===== src/rtl/cache_arbiter.sv =====
// Round-robin arbiter sharing one cacheline adaptor between the I-cache and D-cache.
// One line transaction at a time; a RELEASE cycle follows each response so stale request levels are never regranted.
module cache_arbiter #(
  parameter int ADDR_WIDTH = 32,
  parameter int LINE_WIDTH = 256
) (
  input  logic                  clk,
  input  logic                  rst,
  input  logic                  i_read,
  input  logic [ADDR_WIDTH-1:0] i_address,
  output logic [LINE_WIDTH-1:0] i_rdata,
  output logic                  i_resp,
  input  logic                  d_read,
  input  logic                  d_write,
  input  logic [ADDR_WIDTH-1:0] d_address,
  input  logic [LINE_WIDTH-1:0] d_wdata,
  output logic [LINE_WIDTH-1:0] d_rdata,
  output logic                  d_resp,
  output logic                  a_read,
  output logic                  a_write,
  output logic [ADDR_WIDTH-1:0] a_address,
  output logic [LINE_WIDTH-1:0] a_wdata,
  input  logic [LINE_WIDTH-1:0] a_rdata,
  input  logic                  a_resp
);

  // state   | meaning
  // IDLE    | no transaction; arbitrate between pending requests
  // SERVE_I | adaptor busy with an I-cache line read
  // SERVE_D | adaptor busy with a D-cache read or write-back
  // RELEASE | dead cycle so the served cache can drop its request
  typedef enum logic [1:0] {IDLE, SERVE_I, SERVE_D, RELEASE} state_t;

  state_t                state, state_next;
  logic                  last, last_next;
  logic [ADDR_WIDTH-1:0] addr_q;
  logic [LINE_WIDTH-1:0] wdata_q;
  logic                  wr_q;
  logic                  i_req, d_req;
  logic                  grant_i, grant_d;

  assign i_req     = i_read;
  assign d_req     = d_read | d_write;
  assign a_address = addr_q;
  assign a_wdata   = wdata_q;
  assign i_rdata   = a_rdata;
  assign d_rdata   = a_rdata;

  always_comb begin
    state_next = state;
    last_next  = last;
    grant_i    = 1'b0;
    grant_d    = 1'b0;
    a_read     = 1'b0;
    a_write    = 1'b0;
    i_resp     = 1'b0;
    d_resp     = 1'b0;
    case (state)
      IDLE: begin
        // On a tie, last == 1 (D served last) hands the grant to I.
        if (i_req && (!d_req || last)) begin
          grant_i    = 1'b1;
          state_next = SERVE_I;
        end else if (d_req) begin
          grant_d    = 1'b1;
          state_next = SERVE_D;
        end
      end
      SERVE_I: begin
        a_read = 1'b1;
        if (a_resp) begin
          i_resp     = 1'b1;
          last_next  = 1'b0;
          state_next = RELEASE;
        end
      end
      SERVE_D: begin
        a_write = wr_q;
        a_read  = ~wr_q;
        if (a_resp) begin
          d_resp     = 1'b1;
          last_next  = 1'b1;
          state_next = RELEASE;
        end
      end
      RELEASE: state_next = IDLE;
      default: state_next = IDLE;
    endcase
  end

  always_ff @(posedge clk) begin
    if (rst) begin
      state   <= IDLE;
      last    <= 1'b1;
      addr_q  <= '0;
      wdata_q <= '0;
      wr_q    <= 1'b0;
    end else begin
      state <= state_next;
      last  <= last_next;
      if (grant_i) addr_q <= i_address;
      if (grant_d) begin
        addr_q  <= d_address;
        wdata_q <= d_wdata;
        wr_q    <= d_write;
      end
    end
  end

endmodule


===== config.mk =====
export PLATFORM = sky130hd
export DESIGN_NAME = cache_arbiter
export DESIGN_NICKNAME = d
export VERILOG_FILES = /design/src/rtl/cache_arbiter.sv
export SDC_FILE = /design/constraint.sdc
export NUM_CORES = 1
export LEC_CHECK = 0
export ABC_AREA = 1
export BUFFER_PORTS_ARGS = -buffer_cell sky130_fd_sc_hd__buf_2
export CORE_AREA = 2 2 532 534
export CTS_CLUSTER_DIAMETER = 120
export DETAILED_ROUTE_END_ITERATION = 12
export DIE_AREA = 0 0 534 536
export SLEW_MARGIN = 20
export SYNTH_ARGS = -nofsm -noshare
export SYNTH_HDL_FRONTEND = slang
export SYNTH_SLANG_ARGS = --single-unit

===== constraint.sdc =====
create_clock -name clk -period 1.9 [get_ports clk]
set_input_delay 0.19 -clock clk [delete_from_list [all_inputs] [get_ports clk]]
set_output_delay 0.19 -clock clk [all_outputs]
set_load 0.05 [all_outputs]

# Word-level counts from Yosys, hierarchy flattened
# Index checks and enable logic that the tools add are counted.
[op_classes]
addsub = 0
multipliers = 0
div_mod_pow = 0
n_lt_le_gt_ge = 0
eq_ne = 7
shifts = 0
n_mux = 19
bitwise = 2
n_reduce_logical = 9
[ops]
columns = ["op", "n"]
rows = [
  ["32-bit two-way mux", 2],
  ["1-bit two-way mux", 11],
  ["2-bit two-way mux", 3],
  ["2-bit one-hot mux with 3 select lines", 1],
  ["2-bit equality test (second input constant)", 2],
  ["2-bit inequality test (second input constant)", 2],
  ["1-bit one-hot mux with 2 select lines", 2],
  ["2-bit nonzero test", 2],
  ["3-bit inequality test (second input constant)", 1],
  ["3-bit AND reduction", 1],
  ["2-bit by 1-bit equality test with 1-bit output (second input constant)", 1],
  ["2-bit logical NOT", 1],
  ["2-bit by 1-bit inequality test with 1-bit output (second input constant)", 1],
  ["2-bit AND reduction", 1],
  ["2-bit OR reduction", 1],
  ["1-bit logical AND", 1],
  ["1-bit logical NOT", 1],
  ["1-bit logical OR", 1],
  ["1-bit inverter", 1],
  ["1-bit OR", 1],
]
[totals]
regBits = 292
latchBits = 0
ram_bits = 0
romBits = 0
out_inout_bits = 804
word_cells = 42
mem_count = 0

# Logic depth before layout (Yosys ltp)
# Gate-level depths: netlist (run 1).
[depth]
depth_word = 8
mapped_depth = 9
ltp_nobuf = 8

# Worst setup path before layout (run 1)
# OpenSTA, ideal clock, no wires.
[synth_timing]
path_type = "flip-flop to flip-flop"
from = "reg state[0]"
to = "reg wdata_q[175] (netlist: a_wdata[175])"
setup_time_ns = 0.070
t_arrival_ns = 1.431
required_time_ns = 1.830
slack_ns = 0.399
path_stages_with_launch = 8
path_buffers = 3
synth_period_minus_slack_ns = 1.501
cell_sequence = "dfxtp_1 -> inv_1 -> ha_1 -> buf_2 -> clkbuf_1 -> clkbuf_1 -> nand3_1 -> a21oi_1"
[synth_between]
elab_chain_len = 2
[synth_lines]
columns = ["item", "line_no", "rtl"]
rows = [
  ["start, declared", "34", "state_t state, state_next;"],
  ["start signal, assigned", "99", "state <= state_next;"],
  ["2-bit logical NOT", "58", "case (state)"],
  ["1-bit two-way mux", "58", ""],
  ["end signal, assigned", "104", "wdata_q <= d_wdata;"],
  ["end, declared", "37", "logic [LINE_WIDTH-1:0] wdata_q;"],
]
# No other way between the ends.
# A chain may end at the register's enable or synchronous reset.

# Worst setup path after layout (run 1)
[layout_timing]
from = "reg state[0]"
to = "out a_read"
[layout_between]
elab_chain_len = 2
word_cells_on_any_way = 3
cone_classes = "eq/ne (2); mux (1)"
[layout_lines]
columns = ["item", "line_no", "rtl"]
rows = [
  ["2-bit equality test or 2-bit by 1-bit equality test with 1-bit output (tied branches)", "58", ""],
  ["1-bit one-hot mux with 2 select lines (*)", "58", ""],
  ["end, declared", "19", "output logic a_read,"],
]
# Mark *: on every way between the ends. The rest lies on a longest branch, timed or not.

==> results of run 1 <==
## worst reg2reg max path, delay by kind of cell, from the launching register on
kind,cells,cell delay [ns]
adders and majority gates,1,0.35
and+or+nand+nor,1,0.18
buffers and inverters,3,0.59
DFF,1,0.36
AOI/OAI and AO/OA,1,0.17
## registers in the layout (all words and copies together), names as in the netlist
name and flops:
a_address 32, a_wdata 256, last 1, state 2, wr_q 1
## how the worst max path moves through the flow
stage | start | to | slack [ns] | cells after the start
2_1_floorplan | state[0]$_SDFFE_PP0P_ | a_wdata[175]$_SDFFE_PP0P_ | 0.40 | 7
3_3_place_gp | d_write | a_wdata[80]$_SDFFE_PP0P_ | 0.20 | 7
3_5_place_dp | d_write | a_wdata[61]$_SDFFE_PP0P_ | 0.16 | 7
4_1_cts | state[0]$_SDFFE_PP0P_ | a_read | -0.16 | 6
5_1_grt | state[1]$_SDFFE_PP0P_ | a_read | -0.12 | 4
6_report | state[0]$_SDFFE_PP0P_ | a_read | -0.02 | 4
## layer usage
layer / vias up / wire (um) / track usage, %
met3: 569 / 57700 / 18.2
met1: 7023 / 52600 / 10.1
met5: - / 1680 / 0.999
met2: 1671 / 85800 / 20.3
li1: 6845 / - / -
met4: 210 / 11300 / 6.60
## through the flow
step	setup TNS [ns]	cells
after floorplan	0	1950
after global placement	0	5705
after detailed placement	0	5705
after CTS	-0.381	6108
after global routing	-0.249	6154
final	-0.0182	6200
## synth_stat cells
cell type,count
buf_2,53
nand2_1,333
o21ai_0,1
nor2_1,3
nand3b_1,32
clkbuf_1,67
ha_1,3
nor3_1,1
dfxtp_1,292
a21oi_2,1
o21ai_1,1
o21a_1,1
inv_1,10
a21oi_1,291
buf_1,6
buf_4,531
o211ai_1,1
nand3_1,291
nand4_1,32
## area by class of cell
class / instances / area (um2)
Antenna cell: 90 / 225
Clock buffer: 54 / 1190
Clock inverter: 23 / 348
Fill cell: 32800 / 257000
Inverter: 10 / 45.0
Multi-Input combinational cell: 991 / 4760
Sequential cell: 292 / 5850
Tap cell: 3743 / 4680
Timing Repair Buffer: 997 / 7110
## where the power goes
part / total [uW] / internal (uW) / switching, uW
Combinational: 15500 / 4150 / 11400
Sequential: 8000 / 7360 / 644
Clock: 9150 / 5200 / 3940
Total: 32700 / 16700 / 16000
## what timing repair did
item | in CTS | in global routing
resized for setup | 34 | 1
hold endpoints to repair | 292 | 0
setup endpoints to repair | 4 | 4
hold buffers | 324 | 0
gates cloned | 0 | 0
setup buffers | 2 | 2
pin swaps | 4 | 3
## cells by family (layout without fill, tap and decap cells)
group	count (synthesis)	after routing	share of synthesized area (%)
other	0	90	0
buffers and inverters	667	1084	30.2
and+or+nand+nor	692	692	20.9
DFF	292	292	38.7
AOI/OAI and AO/OA	296	296	9.87
adders and majority gates	3	3	0.249
==> results.py, run 1 <==
metrics = {
    "timing": {
        "maxSlewViolCount": 0,
        "fmax_ghz": 0.521,
        "fin_crit_sh_pct": 101,
        "setup_viol": 1,
        "finalClockSkew_ns": 0.0507,
        "whs_ns": 0.0913,
        "tightest_slew_ns": 0.477,
        "setup_ws_ns": -0.0182,
        "min_period_ns": 1.92,
        "slew_headroom_pct": 68.4,
        "hold_viol_final": 0,
        "rsz0062_at_grt": "yes",
    },
    "logic_synthesis": {
        "synth_top_cell_area_share_pct": 38.7,
        "synth-seq-cells": 292,
        "yosysSeqAreaShare_pct": 38.7,
        "synthesis.area_um2": 15100,
        "yosysTopAreaCell": "dfxtp_1",
        "syn_inst": 1950,
        "syn-num-nets": 2535,
        "synthDistinctLibCells": 19,
        "synth.avg_cell_area_um2": 7.74,
        "synth.area.top_cells": "dfxtp_1 39%, buf_4 26%, a21oi_1 9.6%",
        "yosysWarningCount": 0,
    },
    "clocking": {
        "cts-buffers-inserted": 44,
        "cts.sinks": 292,
        "cts_buffer_depth": 3,
        "cts-root-buf": "clkbuf_16",
        "cts_tree": "done",
        "clk_pin_slew_ns": 0.06,
        "insertion_delay_ns": 0.70,
        "htree_levels": 2,
    },
    "global_route": {
        "overflow": 0,
        "antenna_found_initial": 224,
        "grt_pass1_vias": 15000,
        "grt_first_pass_wirelength_mm": 242,
        "grt_max_degree": 82,
        "track_usage_pct": 13.9,
    },
    "floorplanning": {
        "die_h_um": 536,
        "start_util_pct": 5.38,
        "die_area_um2": 286000,
        "ioPinCount": 1386,
        "fp-row-count": 195,
        "dieWidth_um": 534,
        "coreArea_um2": 281000,
    },
    "min_path": {
        "hold_start": "i_address[25]",
        "hold_path.class": "in -> reg",
        "hold_depth": 5,
        "holdPathEnd": "a_address[25]$_SDFFE_PP0P_",
    },
    "routing": {
        "dr.first_iter.drc_count": 1275,
        "drt-total-wl_mm": 209,
        "ant_nets": 0,
        "avgViaCountPerCell": 2.63,
        "vias": 16300,
        "wl_per_cell_um": 33.7,
        "firstDrtPassIters": 6,
        "drc": 0,
    },
    "status": {
        "violations": "negative setup slack",
        "status": "finished with violations",
    },
    "power": {
        "power_uw": 32700,
        "p_leak_uw": 0.00910,
        "ir_drop_v": 0.000772,
        "p_per_area_nw_per_um2": 1350,
    },
    "worst_setup_path": {
        "r2r_slack_ns": 0.14,
        "r2r_start": "state[1]$_SDFFE_PP0P_",
        "cp_top_family": "flip-flops",
        "worst_ep_arrival_time_ns": 1.73,
        "reg2regPathDepth": 6,
        "slowest_delay_ns": 0.35,
        "criticalPathCategory": "reg -> out",
        "crit_buf_inv": 2,
        "r2r-end": "a_wdata[94]$_SDFFE_PP0P_",
        "cp_max_fo": 2,
        "critPathSlowestCell": "dfxtp_4",
        "end_kind": "primary output",
        "critPathRequiredTime_ns": 1.71,
        "cp-start-kind": "flip-flop",
        "path_cells": "buf_4 > ha_4 > o21a_1 > buf_6",
    },
    "cells_and_area": {
        "mostFrequentLayoutCell": "buf_2",
        "layout_common_cells": "612 x buf_2, 329 x nand2_1, 324 x dlygate4sd3_1, 291 x nand3_1, 291 x a21oi_1",
        "drive_above_1_share_pct": 32.2,
        "final_area_um2": 24200,
        "nets": 2921,
        "fin_util_pct": 8.62,
        "area_delta_synth_final_pct": 60.4,
    },
    "placed_design": {
        "dp_hpwl_mm": 189,
        "port_buffers": 617,
        "place_area_um2": 19100,
        "pre_cts_slack_ns": 0.162,
        "gp_congestion": 0.871,
    },
    "flow_run": {
        "maxCapViolations": 0,
    },
}
Note: power is estimated with default switching activity, not from simulation.
==> run 2: changes to the inputs <==
--- a/config.mk
+++ b/config.mk
@@ -8,6 +8,7 @@
 export ABC_AREA = 1
 export BUFFER_PORTS_ARGS = -buffer_cell sky130_fd_sc_hd__buf_2
 export CORE_AREA = 2 2 532 534
+export CTS_BUF_LIST = sky130_fd_sc_hd__clkbuf_16
 export CTS_CLUSTER_DIAMETER = 120
 export DETAILED_ROUTE_END_ITERATION = 12
 export DIE_AREA = 0 0 534 536
==> results.py, run 2 (synthesis results as in run 1) <==
metrics = {
    "routing": {
        "vias": 16400,
        "drc": 0,
        "firstDrtPassIters": 7,
        "dr.first_iter.drc_count": 1221,
        "drt-total-wl_mm": 209,
        "wl_per_cell_um": 33.8,
        "avgViaCountPerCell": 2.65,
        "ant_nets": 0,
    },
    "clocking": {
        "cts.sinks": 292,
        "clk_pin_slew_ns": 0.06,
        "cts_buffer_depth": 3,
        "cts-buffers-inserted": 44,
        "htree_levels": 2,
        "cts-root-buf": "clkbuf_16",
        "insertion_delay_ns": 0.70,
        "cts_tree": "done",
    },
    "placed_design": {
        "place_area_um2": 19100,
        "gp_congestion": 0.871,
        "dp_hpwl_mm": 189,
        "pre_cts_slack_ns": 0.162,
        "port_buffers": 617,
    },
    "floorplanning": {
        "die_area_um2": 286000,
        "coreArea_um2": 281000,
        "fp-row-count": 195,
        "die_h_um": 536,
        "dieWidth_um": 534,
        "ioPinCount": 1386,
        "start_util_pct": 5.38,
    },
    "worst_setup_path": {
        "cp-start-kind": "flip-flop",
        "critPathSlowestCell": "dfxtp_4",
        "path_cells": "buf_4 > ha_4 > o21a_1 > buf_6",
        "cp_max_fo": 2,
        "criticalPathCategory": "reg -> out",
        "end_kind": "primary output",
        "reg2regPathDepth": 6,
        "worst_ep_arrival_time_ns": 1.73,
        "slowest_delay_ns": 0.35,
        "critPathRequiredTime_ns": 1.71,
    },
    "timing": {
        "fin_crit_sh_pct": 101,
        "min_period_ns": 1.92,
        "setup_viol": 1,
        "setup_ws_ns": -0.0189,
        "tns_ns": -0.0189,
        "tightest_slew_ns": 0.488,
        "rsz0062_at_grt": "yes",
        "hold_viol_final": 0,
        "fmax_ghz": 0.521,
        "finalClockSkew_ns": 0.0498,
        "maxSlewViolCount": 0,
        "whs_ns": 0.0848,
        "slew_headroom_pct": 67.7,
    },
    "power": {
        "p_leak_uw": 0.00909,
        "ir_drop_v": 0.000767,
        "switching_share_pct": 49.2,
        "p_per_area_nw_per_um2": 1340,
        "p_switching_uw": 16000,
        "comb_power_share_pct": 47.8,
        "seq_power_share_pct": 24.7,
        "p_clk_share_pct": 27.5,
        "p_int_uw": 16500,
    },
    "cells_and_area": {
        "layout_common_cells": "612 x buf_2, 329 x nand2_1, 324 x dlygate4sd3_1, 291 x nand3_1, 291 x a21oi_1",
        "final_area_um2": 24200,
        "nets": 2921,
        "mostFrequentLayoutCell": "buf_2",
        "drive_above_1_share_pct": 32.0,
        "largest_register_ffs": 256,
        "area_delta_synth_final_pct": 60.0,
        "fin_util_pct": 8.61,
    },
    "global_route": {
        "overflow": 0,
        "track_usage_pct": 14.0,
        "grt_max_degree": 82,
        "grt_pass1_vias": 15000,
        "antenna_found_initial": 225,
        "grt_first_pass_wirelength_mm": 242,
    },
    "min_path": {
        "hold_path.class": "in -> reg",
        "hold_depth": 5,
    },
    "status": {
        "violations": "negative setup slack",
        "status": "finished with violations",
    },
    "flow_run": {
        "maxCapViolations": 0,
    },
}
## run 2: cell types whose count changed in the layout (fill, tap and decap cells not counted)
cell	before	now
clkbuf_1	5	0
diode_2	90	89
inv_1	4	9
clkinv_1	0	5
clkbuf_8	5	0
## run 2: final cells by class
| cell class | count | area [um2] |
|---|---|---|
| Timing Repair Buffer | 997 | 7110 |
| Inverter | 10 | 45.0 |
| Clock buffer | 44 | 1100 |
| Multi-Input combinational cell | 991 | 4760 |
| Sequential cell | 292 | 5850 |
| Tap cell | 3743 | 4680 |
| Antenna cell | 89 | 223 |
| Clock inverter | 33 | 385 |
| Fill cell | 32800 | 257000 |
## run 2: timing repair
item / CTS / global route
resized for setup: 34 / 1
cloned: 0 / 0
buffers inserted: 2 / 2
endpoints found under the hold margin: 292 / 0
hold buffers: 324 / 0
pin swaps: 4 / 3
setup endpoints to repair: 4 / 4
## run 2: worst paths after layout
check                                start                    endpoint  slack [ns]
hold / removal               i_address[25]  a_address[25]$_SDFFE_PP0P_        0.08
setup / recovery     state[0]$_SDFFE_PP0P_                      a_read       -0.02
hold reg to reg   a_wdata[36]$_SDFFE_PP0P_    a_wdata[36]$_SDFFE_PP0P_        0.46
setup reg to reg     state[1]$_SDFFE_PP0P_    a_wdata[94]$_SDFFE_PP0P_        0.15
## run 2: worst max-delay path, delay by kind of cell, from the launching register on
kind / cells / cell delay [ns]
AO/OA/AOI/OAI: 1 / 0.21
adder cells (fa/ha/maj): 1 / 0.16
buffers and inverters: 2 / 0.30
flip-flops: 1 / 0.35
## run 2: power by group through the flow
stage	sequential, uW	combinational [uW]	clock [uW]
final	8000	15500	8920
after global placement	8060	14600	0
after floorplan	12000	7920	0
after detailed placement	8060	14600	0
after global routing	8120	16400	9340
after CTS	7990	15700	9270
## run 2: per-stage QoR
step / std cells / power, uW
floorplan: 1950 / 20000
global placement: 5705 / 22600
detailed placement: 5705 / 22700
CTS: 6108 / 33000
global route: 6154 / 33900
finish: 6199 / 32400
## run 2: per-layer routing
metal  track usage (%)  part of all wire, %  vias up
met5             0.999                 0.79        -
met4              6.58                  5.4      210
met3              18.2                   28      562
met2              20.3                   41     1717
met1              10.1                   25     7081
li1                  -                    -     6841
